## config.mk

```make
export PLATFORM = sky130hd
export DESIGN_NAME = tt_um_hoene_manchester_encoder
export DESIGN_NICKNAME = d
export VERILOG_FILES = /design/src/rtl/tt_um_hoene_manchester_encoder.sv
export SDC_FILE = /design/constraint.sdc
export NUM_CORES = 1
export LEC_CHECK = 0
export BUFFER_PORTS_ARGS = -buffer_cell sky130_fd_sc_hd__buf_2
export CORE_MARGIN = 2
export CORE_UTILIZATION = 40
export CTS_CLUSTER_DIAMETER = 100
export DETAILED_ROUTE_END_ITERATION = 12
export HOLD_SLACK_MARGIN = 0.05
export SYNTH_ARGS = -nofsm -noshare
export SYNTH_HDL_FRONTEND = slang
export SYNTH_SLANG_ARGS = --single-unit
export TNS_END_PERCENT = 10
```

## constraint.sdc

```tcl
create_clock -name clk -period 3.3 [get_ports clk]
set_clock_uncertainty 0.15 [all_clocks]
set_input_delay 0.99 -clock clk [delete_from_list [all_inputs] [get_ports clk]]
set_output_delay 0.99 -clock clk [all_outputs]
set_load 0.02 [all_outputs]
```

## src/rtl/tt_um_hoene_manchester_encoder.sv

```systemverilog
// Manchester re-encoder: buffers decoded bits in a small FIFO and re-emits them as a Manchester line.
// Optional macro TT_UM_HOENE_ENCODER_PREAMBLE_EN prepends two 0-bits whenever the encoder leaves IDLE.

module tt_um_hoene_manchester_encoder #(
  parameter int unsigned FIFO_DEPTH = 8,
  parameter int unsigned PW_WIDTH   = 6
) (
  input  logic                          clk,
  input  logic                          rst,
  input  logic                          in_data,
  input  logic                          in_clk,
  input  logic                          in_swap,
  input  logic [PW_WIDTH-1:0]           in_pulsewidth,
  output logic                          out,
  output logic                          out_busy,
  output logic [$clog2(FIFO_DEPTH):0]   out_level,
  output logic                          out_overflow
);

  localparam int unsigned AW = $clog2(FIFO_DEPTH);
  localparam int unsigned LW = AW + 1;

  typedef enum logic [1:0] {
    StIdle,
    StFirst,
    StSecond,
    StPreamble
  } state_e;

  // FIFO storage and bookkeeping
  logic [FIFO_DEPTH-1:0] mem_q;
  logic [AW-1:0]         wr_ptr_q;
  logic [AW-1:0]         rd_ptr_q;
  logic [LW-1:0]         level_q;
  logic                  overflow_q;

  // Line encoder state
  state_e                state_q;
  logic [PW_WIDTH-1:0]   cnt_q;
  logic [PW_WIDTH-1:0]   hp_last_q;
  logic                  bit_q;
  logic                  out_q;
`ifdef TT_UM_HOENE_ENCODER_PREAMBLE_EN
  logic [1:0]            pre_half_q;
`endif

  logic                  fifo_empty;
  logic                  fifo_full;
  logic                  fifo_head;
  logic                  push;
  logic                  pop;
  logic                  half_done;
  logic [PW_WIDTH-1:0]   hp_last_in;

  assign fifo_empty = (level_q == '0);
  assign fifo_full  = (level_q == LW'(FIFO_DEPTH));
  assign fifo_head  = mem_q[rd_ptr_q];

  // A full FIFO still accepts the write when the encoder pops in the same cycle.
  assign push = in_clk && (!fifo_full || pop);

  // Counter runs 0..hp-1; a pulsewidth of 0 behaves as 1.
  assign hp_last_in = (in_pulsewidth == '0) ? '0 : in_pulsewidth - PW_WIDTH'(1);
  assign half_done  = (cnt_q == hp_last_q);

  always_comb begin
    pop = 1'b0;
    case (state_q)
`ifdef TT_UM_HOENE_ENCODER_PREAMBLE_EN
      StIdle:     pop = 1'b0;
      StPreamble: pop = half_done && (pre_half_q == 2'd3);
`else
      StIdle:     pop = !fifo_empty;
`endif
      StSecond:   pop = half_done && !fifo_empty;
      default:    pop = 1'b0;
    endcase
  end

  always_ff @(posedge clk) begin
    if (rst) begin
      mem_q      <= '0;
      wr_ptr_q   <= '0;
      rd_ptr_q   <= '0;
      level_q    <= '0;
      overflow_q <= 1'b0;
    end else begin
      if (push) begin
        mem_q[wr_ptr_q] <= in_data ^ in_swap;
        wr_ptr_q        <= wr_ptr_q + AW'(1);
      end
      if (pop) begin
        rd_ptr_q <= rd_ptr_q + AW'(1);
      end
      case ({push, pop})
        2'b10:   level_q <= level_q + LW'(1);
        2'b01:   level_q <= level_q - LW'(1);
        default: level_q <= level_q;
      endcase
      if (in_clk && !push) begin
        overflow_q <= 1'b1;
      end
    end
  end

  // Bit 1 is sent as 0 then 1, bit 0 as 1 then 0; the line idles low.
  always_ff @(posedge clk) begin
    if (rst) begin
      state_q    <= StIdle;
      cnt_q      <= '0;
      hp_last_q  <= '0;
      bit_q      <= 1'b0;
      out_q      <= 1'b0;
`ifdef TT_UM_HOENE_ENCODER_PREAMBLE_EN
      pre_half_q <= '0;
`endif
    end else begin
      case (state_q)
        StIdle: begin
          if (!fifo_empty) begin
            hp_last_q <= hp_last_in;
            cnt_q     <= '0;
`ifdef TT_UM_HOENE_ENCODER_PREAMBLE_EN
            state_q    <= StPreamble;
            pre_half_q <= '0;
            out_q      <= 1'b1;
`else
            state_q   <= StFirst;
            bit_q     <= fifo_head;
            out_q     <= ~fifo_head;
`endif
          end
        end
        StFirst: begin
          if (half_done) begin
            state_q <= StSecond;
            cnt_q   <= '0;
            out_q   <= bit_q;
          end else begin
            cnt_q <= cnt_q + PW_WIDTH'(1);
          end
        end
        StSecond: begin
          if (half_done) begin
            cnt_q <= '0;
            if (pop) begin
              state_q   <= StFirst;
              bit_q     <= fifo_head;
              hp_last_q <= hp_last_in;
              out_q     <= ~fifo_head;
            end else begin
              state_q <= StIdle;
              out_q   <= 1'b0;
            end
          end else begin
            cnt_q <= cnt_q + PW_WIDTH'(1);
          end
        end
`ifdef TT_UM_HOENE_ENCODER_PREAMBLE_EN
        StPreamble: begin
          if (half_done) begin
            cnt_q <= '0;
            if (pop) begin
              state_q   <= StFirst;
              bit_q     <= fifo_head;
              hp_last_q <= hp_last_in;
              out_q     <= ~fifo_head;
            end else begin
              // Halves alternate 1,0,1,0: two Manchester 0-bits.
              pre_half_q <= pre_half_q + 2'd1;
              out_q      <= pre_half_q[0];
            end
          end else begin
            cnt_q <= cnt_q + PW_WIDTH'(1);
          end
        end
`endif
        default: begin
          state_q <= StIdle;
          cnt_q   <= '0;
          out_q   <= 1'b0;
        end
      endcase
    end
  end

  assign out          = out_q;
  assign out_busy     = (state_q != StIdle) || !fifo_empty;
  assign out_level    = level_q;
  assign out_overflow = overflow_q;

endmodule

```

### Yosys cells after proc, flatten, opt, wreduce, memory -nomap -nowiden

Index checks and enable logic that the tools add are counted.

* add/subtract/negate cells: 6
* $lt $le $gt $ge: 3
* eq/ne operators: 10
* mux-type cells: 29
* bitwise gates (word level): 2
* reductions and logical operators: 18

Operators with widths (count)
* two-way mux 6 bit: 6
* case mux 6 bit (2 select lines): 2
* two-way mux 1 bit: 10
* bitwise mux 8 bit: 1
* < comparator 3 x 4 -> 1 bit (second input constant): 2
* != test 2 bit (second input constant): 4
* case mux 4 bit (2 select lines): 1
* adder 3 x 1 -> 3 bit (second input constant): 2
* adder 6 x 1 -> 6 bit (second input constant): 1
* equality test 6 bit: 1
* zero test 6 bit: 1
* two-way mux 2 bit: 3
* case mux 2 bit (3 select lines): 1
* nonzero test 2 bit: 3
* subtractor 6 x 1 -> 6 bit (second input constant): 1
* adder 4 x 1 -> 4 bit (second input constant): 1
* equality test 2 x 1 -> 1 bit (second input constant): 2
* equality test 2 bit (second input constant): 2
* equality test 4 bit (second input constant): 1
* logical AND 1 bit: 4
* zero test 4 bit: 1
* case mux 1 bit (2 select lines): 2
* AND reduction 4 bit: 1
* subtractor 4 x 1 -> 4 bit (second input constant): 1
* other kinds (11): 14

* register bits: 35
* input port bits: 11
* output and inout port bits: 7

### Longest topological paths before layout

* depth after elaboration: 8
* mapped depth: 11
* depth with buffers taken out: 11

### Worst setup path before layout

OpenSTA, ideal clock, no wires.

* kind: input port to flip-flop
* start point: in in_clk
* end point: reg level_q[3], in the netlist out_level[3]
* data arrival time: 2.453 ns
* slack: 0.633 ns
* cell stages on the path: 7
* buffers on the path: 0
* path through: nand3b_1 > inv_1 > ha_1 > a21o_1 > a21oi_1 > or4b_1 > nand4_1

* longest elaborated chain between the ends: 3

Ends and longest elaborated chain
* from (decl): RTL line 11 `input logic in_clk,`
* logical AND 1 bit (*): RTL line 60 `assign push = in_clk && (!fifo_full || pop);`
* equality test 2 x 1 -> 1 bit / equality test 2 bit (equally long branches): RTL line 95 `case ({push, pop})`
* case mux 4 bit (2 select lines) / nonzero test 2 bit (equally long branches)
* to (signal assigned): RTL line 96 `2'b10: level_q <= level_q + LW'(1);`
* to (signal assigned): RTL line 97 `2'b01: level_q <= level_q - LW'(1);`
* to (signal assigned): RTL line 98 `default: level_q <= level_q;`
* to (decl): RTL line 34 `logic [LW-1:0] level_q;`

Every way passes the cells marked *; elsewhere a longest branch is shown, timed or not.
A chain may end at the register's enable or synchronous reset.

### Worst setup path after layout

* start point: reg cnt_q[3]
* end point: reg level_q[3], in the netlist out_level[3]

* longest elaborated chain between the ends: 7

Ends and longest elaborated chain
* from (decl): RTL line 39 `logic [PW_WIDTH-1:0] cnt_q;`
* from (signal assigned): RTL line 140 `cnt_q <= cnt_q + PW_WIDTH'(1);`
* from (signal assigned): RTL line 156 `cnt_q <= cnt_q + PW_WIDTH'(1);`
* equality test 6 bit (*): RTL line 64 `assign half_done = (cnt_q == hp_last_q);`
* logical AND 1 bit (*): RTL line 75 `StSecond: pop = half_done && !fifo_empty;`
* case mux 1 bit (2 select lines) (*): RTL line 68 `case (state_q)`
* logical OR 1 bit: RTL line 60
* logical AND 1 bit: RTL line 60
* equality test 2 x 1 -> 1 bit / equality test 2 bit (equally long branches): RTL line 95
* case mux 4 bit (2 select lines) / nonzero test 2 bit (equally long branches)

Marked as above.

==> results.py <==
metrics = {
    "cts": {
        "numCtsBuffers": 5,
        "post_cts_resized": 0,
        "cts_setup_buffers": 0,
        "cts_hold_buf": 0,
        "cts.sinks": 35,
        "cts-htree-levels": 2,
        "clockBufferDepth": 2,
        "clk_pin_slew_ns": 0.07,
        "worstSkewPairLatency_ns": 0.28,
        "cts_tree": "done",
        "cts_root_buf": "clkbuf_8",
    },
    "worst_setup_path": {
        "cp.required_ns": 3.38,
        "criticalPathCategory": "reg -> reg",
        "slowest_delay_ns": 0.45,
        "crit_path_end_kind": "flop",
        "worstPathArrival_ns": 3.00,
        "cp_max_fo": 7,
        "crit_path_cell_trace": "xor2_1, nor4_4, a31o_2, nand3b_1, inv_1, ha_1, a21o_1, a21oi_1, or4b_1, nand4_1",
        "critPathLaunchType": "flop",
        "crit_buf_inv": 1,
        "critPathSlowestCell": "or4b_1",
        "r2r_setup_slack_ns": 0.38,
        "path_delay_family": "simple AND/OR/NAND/NOR gates",
    },
    "timing": {
        "grt_setup_unrepaired": "false",
        "relSlewSlack_pct": 60.4,
        "fin_tns_setup_ns": 0,
        "tightest_slew_ns": 0.594,
        "max_freq_ghz": 0.342,
        "hold_violations": 0,
        "slew_viol_final": 0,
        "setup_viol_count_final": 0,
        "hold_ws_ns": 0.314,
        "fin_crit_ns": 2.92,
        "post-route-period-util_pct": 88.6,
    },
    "pwr": {
        "p_int_mw": 1.12,
        "pwr-share-clk_pct": 18.2,
        "p_comb_share_pct": 49.0,
        "switching_share_pct": 40.7,
        "power_density_nw_per_um2": 849,
        "seqPwrFrac_pct": 32.8,
        "leakage_nw": 0.970,
        "ir_drop_mv": 0.312,
        "p_sw_mw": 0.766,
    },
    "cells_and_area": {
        "utilization_pct": 47.0,
        "fillers": 453,
        "antennaDiodeCount": 0,
        "area_delta_synth_final_pct": 12.9,
        "drive_above_1_share_pct": 14.8,
        "nets": 252,
        "multiInputGateArea_um2": 1200,
        "seq_area_um2": 701,
    },
    "grt": {
        "grt_pass1_vias": 1419,
        "antenna_found_initial": 0,
        "grt_util_all_layers_pct": 15.0,
        "grt_max_degree": 38,
        "grt_pass1_wl_um": 6340,
        "gr-total-overflow": 0,
    },
    "routing": {
        "ant_nets": 0,
        "dr_total_vias": 1447,
        "dr_wl_met2_um": 1660,
        "wl_per_cell_um": 12.2,
        "wl_met3_um": 106,
        "drtIter0Drc": 65,
        "firstDrtPassIters": 4,
        "drc": 0,
        "wirelength_um": 3620,
        "m1WireLength_um": 1810,
        "routed_via_density": 4.89,
        "top_layer": "met4",
    },
    "synthesis": {
        "ys.flop_type": "dfxtp_1",
        "yosys-top-cells-count": "35 x dfxtp_1, 23 x nor2_1, 14 x mux2i_1, 14 x xor2_1",
        "synth.mux.area_fraction_pct": 10.6,
        "syn_inst": 210,
        "yosys.area.top_type_share_pct": 35.6,
        "synth_cell_types": 41,
        "synth_edf_count": 0,
        "seq_area_frac_synth_pct": 35.6,
        "synth_fa_ha_area_share_pct": 8.66,
        "synth_compound_area_share_pct": 9.68,
        "yosys-top-cells-area": "dfxtp_1 36%, ha_1 7.6%, mux2i_1 7.1%, xor2_1 6.2%, nor2_1 4.4%",
        "yosys_warnings": 0,
        "synthesis.nets": 234,
        "synth_top_family_by_area": "simple AND/OR/NAND/NOR gates",
        "netlist_area_um2": 1970,
        "syn_area_per_cell_um2": 9.36,
        "synth_most_common_cell": "dfxtp_1",
        "async_flop_share_pct": 0,
        "synth-simple-area-share_pct": 24.1,
        "synth_area_leader_cell": "dfxtp_1",
        "synthXorXnorAreaFrac_pct": 8.02,
        "synth-seq-cells": 35,
    },
    "status": {
        "status": "finished clean",
    },
    "placed_design": {
        "hpwl_um": 2630,
        "port_buffers": 17,
        "globalplace.congestion": 0.838,
    },
    "floorplan": {
        "die_x_um": 74.1,
        "coreArea_um2": 4720,
        "placementRows": 25,
        "die_area_um2": 5490,
        "fp.dieH_um": 74.1,
        "pin_count": 18,
        "initial_core_util_pct": 41.6,
    },
    "hold_path": {
        "hold_class": "reg -> reg",
    },
    "flow_run": {
        "maxCapViolCount": 0,
    },
}
==> metrics by stage <==
step / instances / setup WS [ns] / total power, mW / instance area [um2]
detailed placement: 288 / 0.342 / 1.56 / 2120
global route: 296 / 0.209 / 2.04 / 2220
floorplan: 210 / 0.633 / 1.33 / 1970
CTS: 296 / 0.370 / 1.91 / 2220
finish: 296 / 0.376 / 1.88 / 2220
global placement: 288 / 0.392 / 1.55 / 2120
==> cell usage in the layout (no fill, tap or decap), types with 4 or more instances in the layout <==
| cell type | instances |
|---|---|
| nand2_1 | 8 |
| inv_1 | 9 |
| mux2i_1 | 14 |
| nor3_1 | 5 |
| dfxtp_1 | 35 |
| clkbuf_8 | 7 |
| ha_1 | 12 |
| nand2b_1 | 12 |
| nand3b_1 | 11 |
| and2_1 | 5 |
| xnor2_1 | 4 |
| xor2_1 | 14 |
| buf_2 | 17 |
| o31ai_1 | 7 |
| nor2_1 | 23 |
==> worst register-to-register path, delay by kind of cell (launching register included) <==
kind	cells	cell delay (ns)
simple gates	4	1.14
compound gates	3	0.66
flops	1	0.35
fa+ha+maj	1	0.23
xor+xnor	1	0.17
buf+inv	1	0.16
==> sequential cells by signal, summed over array words and instances, names as in the netlist <==
signal / count
out: 1
hp_last_q: 6
wr_ptr_q: 3
mem_q: 8
out_level: 4
rd_ptr_q: 3
cnt_q: 6
out_overflow: 1
state_q: 2
bit_q: 1
==> logic make-up (layout without fill, tap and decap cells) <==
group,Yosys count,count (layout)
xor gates and xnor gates,18,18
DFF,35,35
adders and majority gates,13,13
muxes,18,18
AOI/OAI and AO/OA,26,26
and+or+nand+nor,83,83
buffers and inverters,17,36
==> metal layers <==
| metal | up-vias | global-route usage [%] |
|---|---|---|
| li1 | 773 | - |
| met1 | 650 | 19.6 |
| met5 | - | 0 |
| met2 | 20 | 23.8 |
| met3 | 4 | 4.07 |
| met4 | 0 | 5.45 |
==> power by group through the flow <==
stage	clock network, mW	logic [mW]	registers, mW
after global placement	0	0.919	0.628
after floorplan	0	0.694	0.632
final	0.343	0.924	0.617
after CTS	0.355	0.934	0.620
after detailed placement	0	0.927	0.630
after global routing	0.373	1.04	0.632
==> layout make-up <==
class | count | share of cell area [%]
multi-input combinational | 158 | 54.1
inverter | 9 | 1.52
tap | 67 | 3.78
clock buffer | 8 | 4.51
sequential | 35 | 31.6
timing repair buffer | 19 | 4.51
==> path summary, 6_finish.rpt <==
| path | cells past startpoint | end | start |
|---|---|---|---|
| max | 10 | out_level[3]$_SDFFE_PP0P_ | cnt_q[3]$_SDFFE_PP0P_ |
| min | 2 | out_overflow$_SDFFE_PP0P_ | out_overflow$_SDFFE_PP0P_ |
| max reg2reg | 10 | out_level[3]$_SDFFE_PP0P_ | cnt_q[3]$_SDFFE_PP0P_ |
| min reg2reg | 2 | out_overflow$_SDFFE_PP0P_ | out_overflow$_SDFFE_PP0P_ |
No activity file was read; power rests on OpenSTA's default activity.
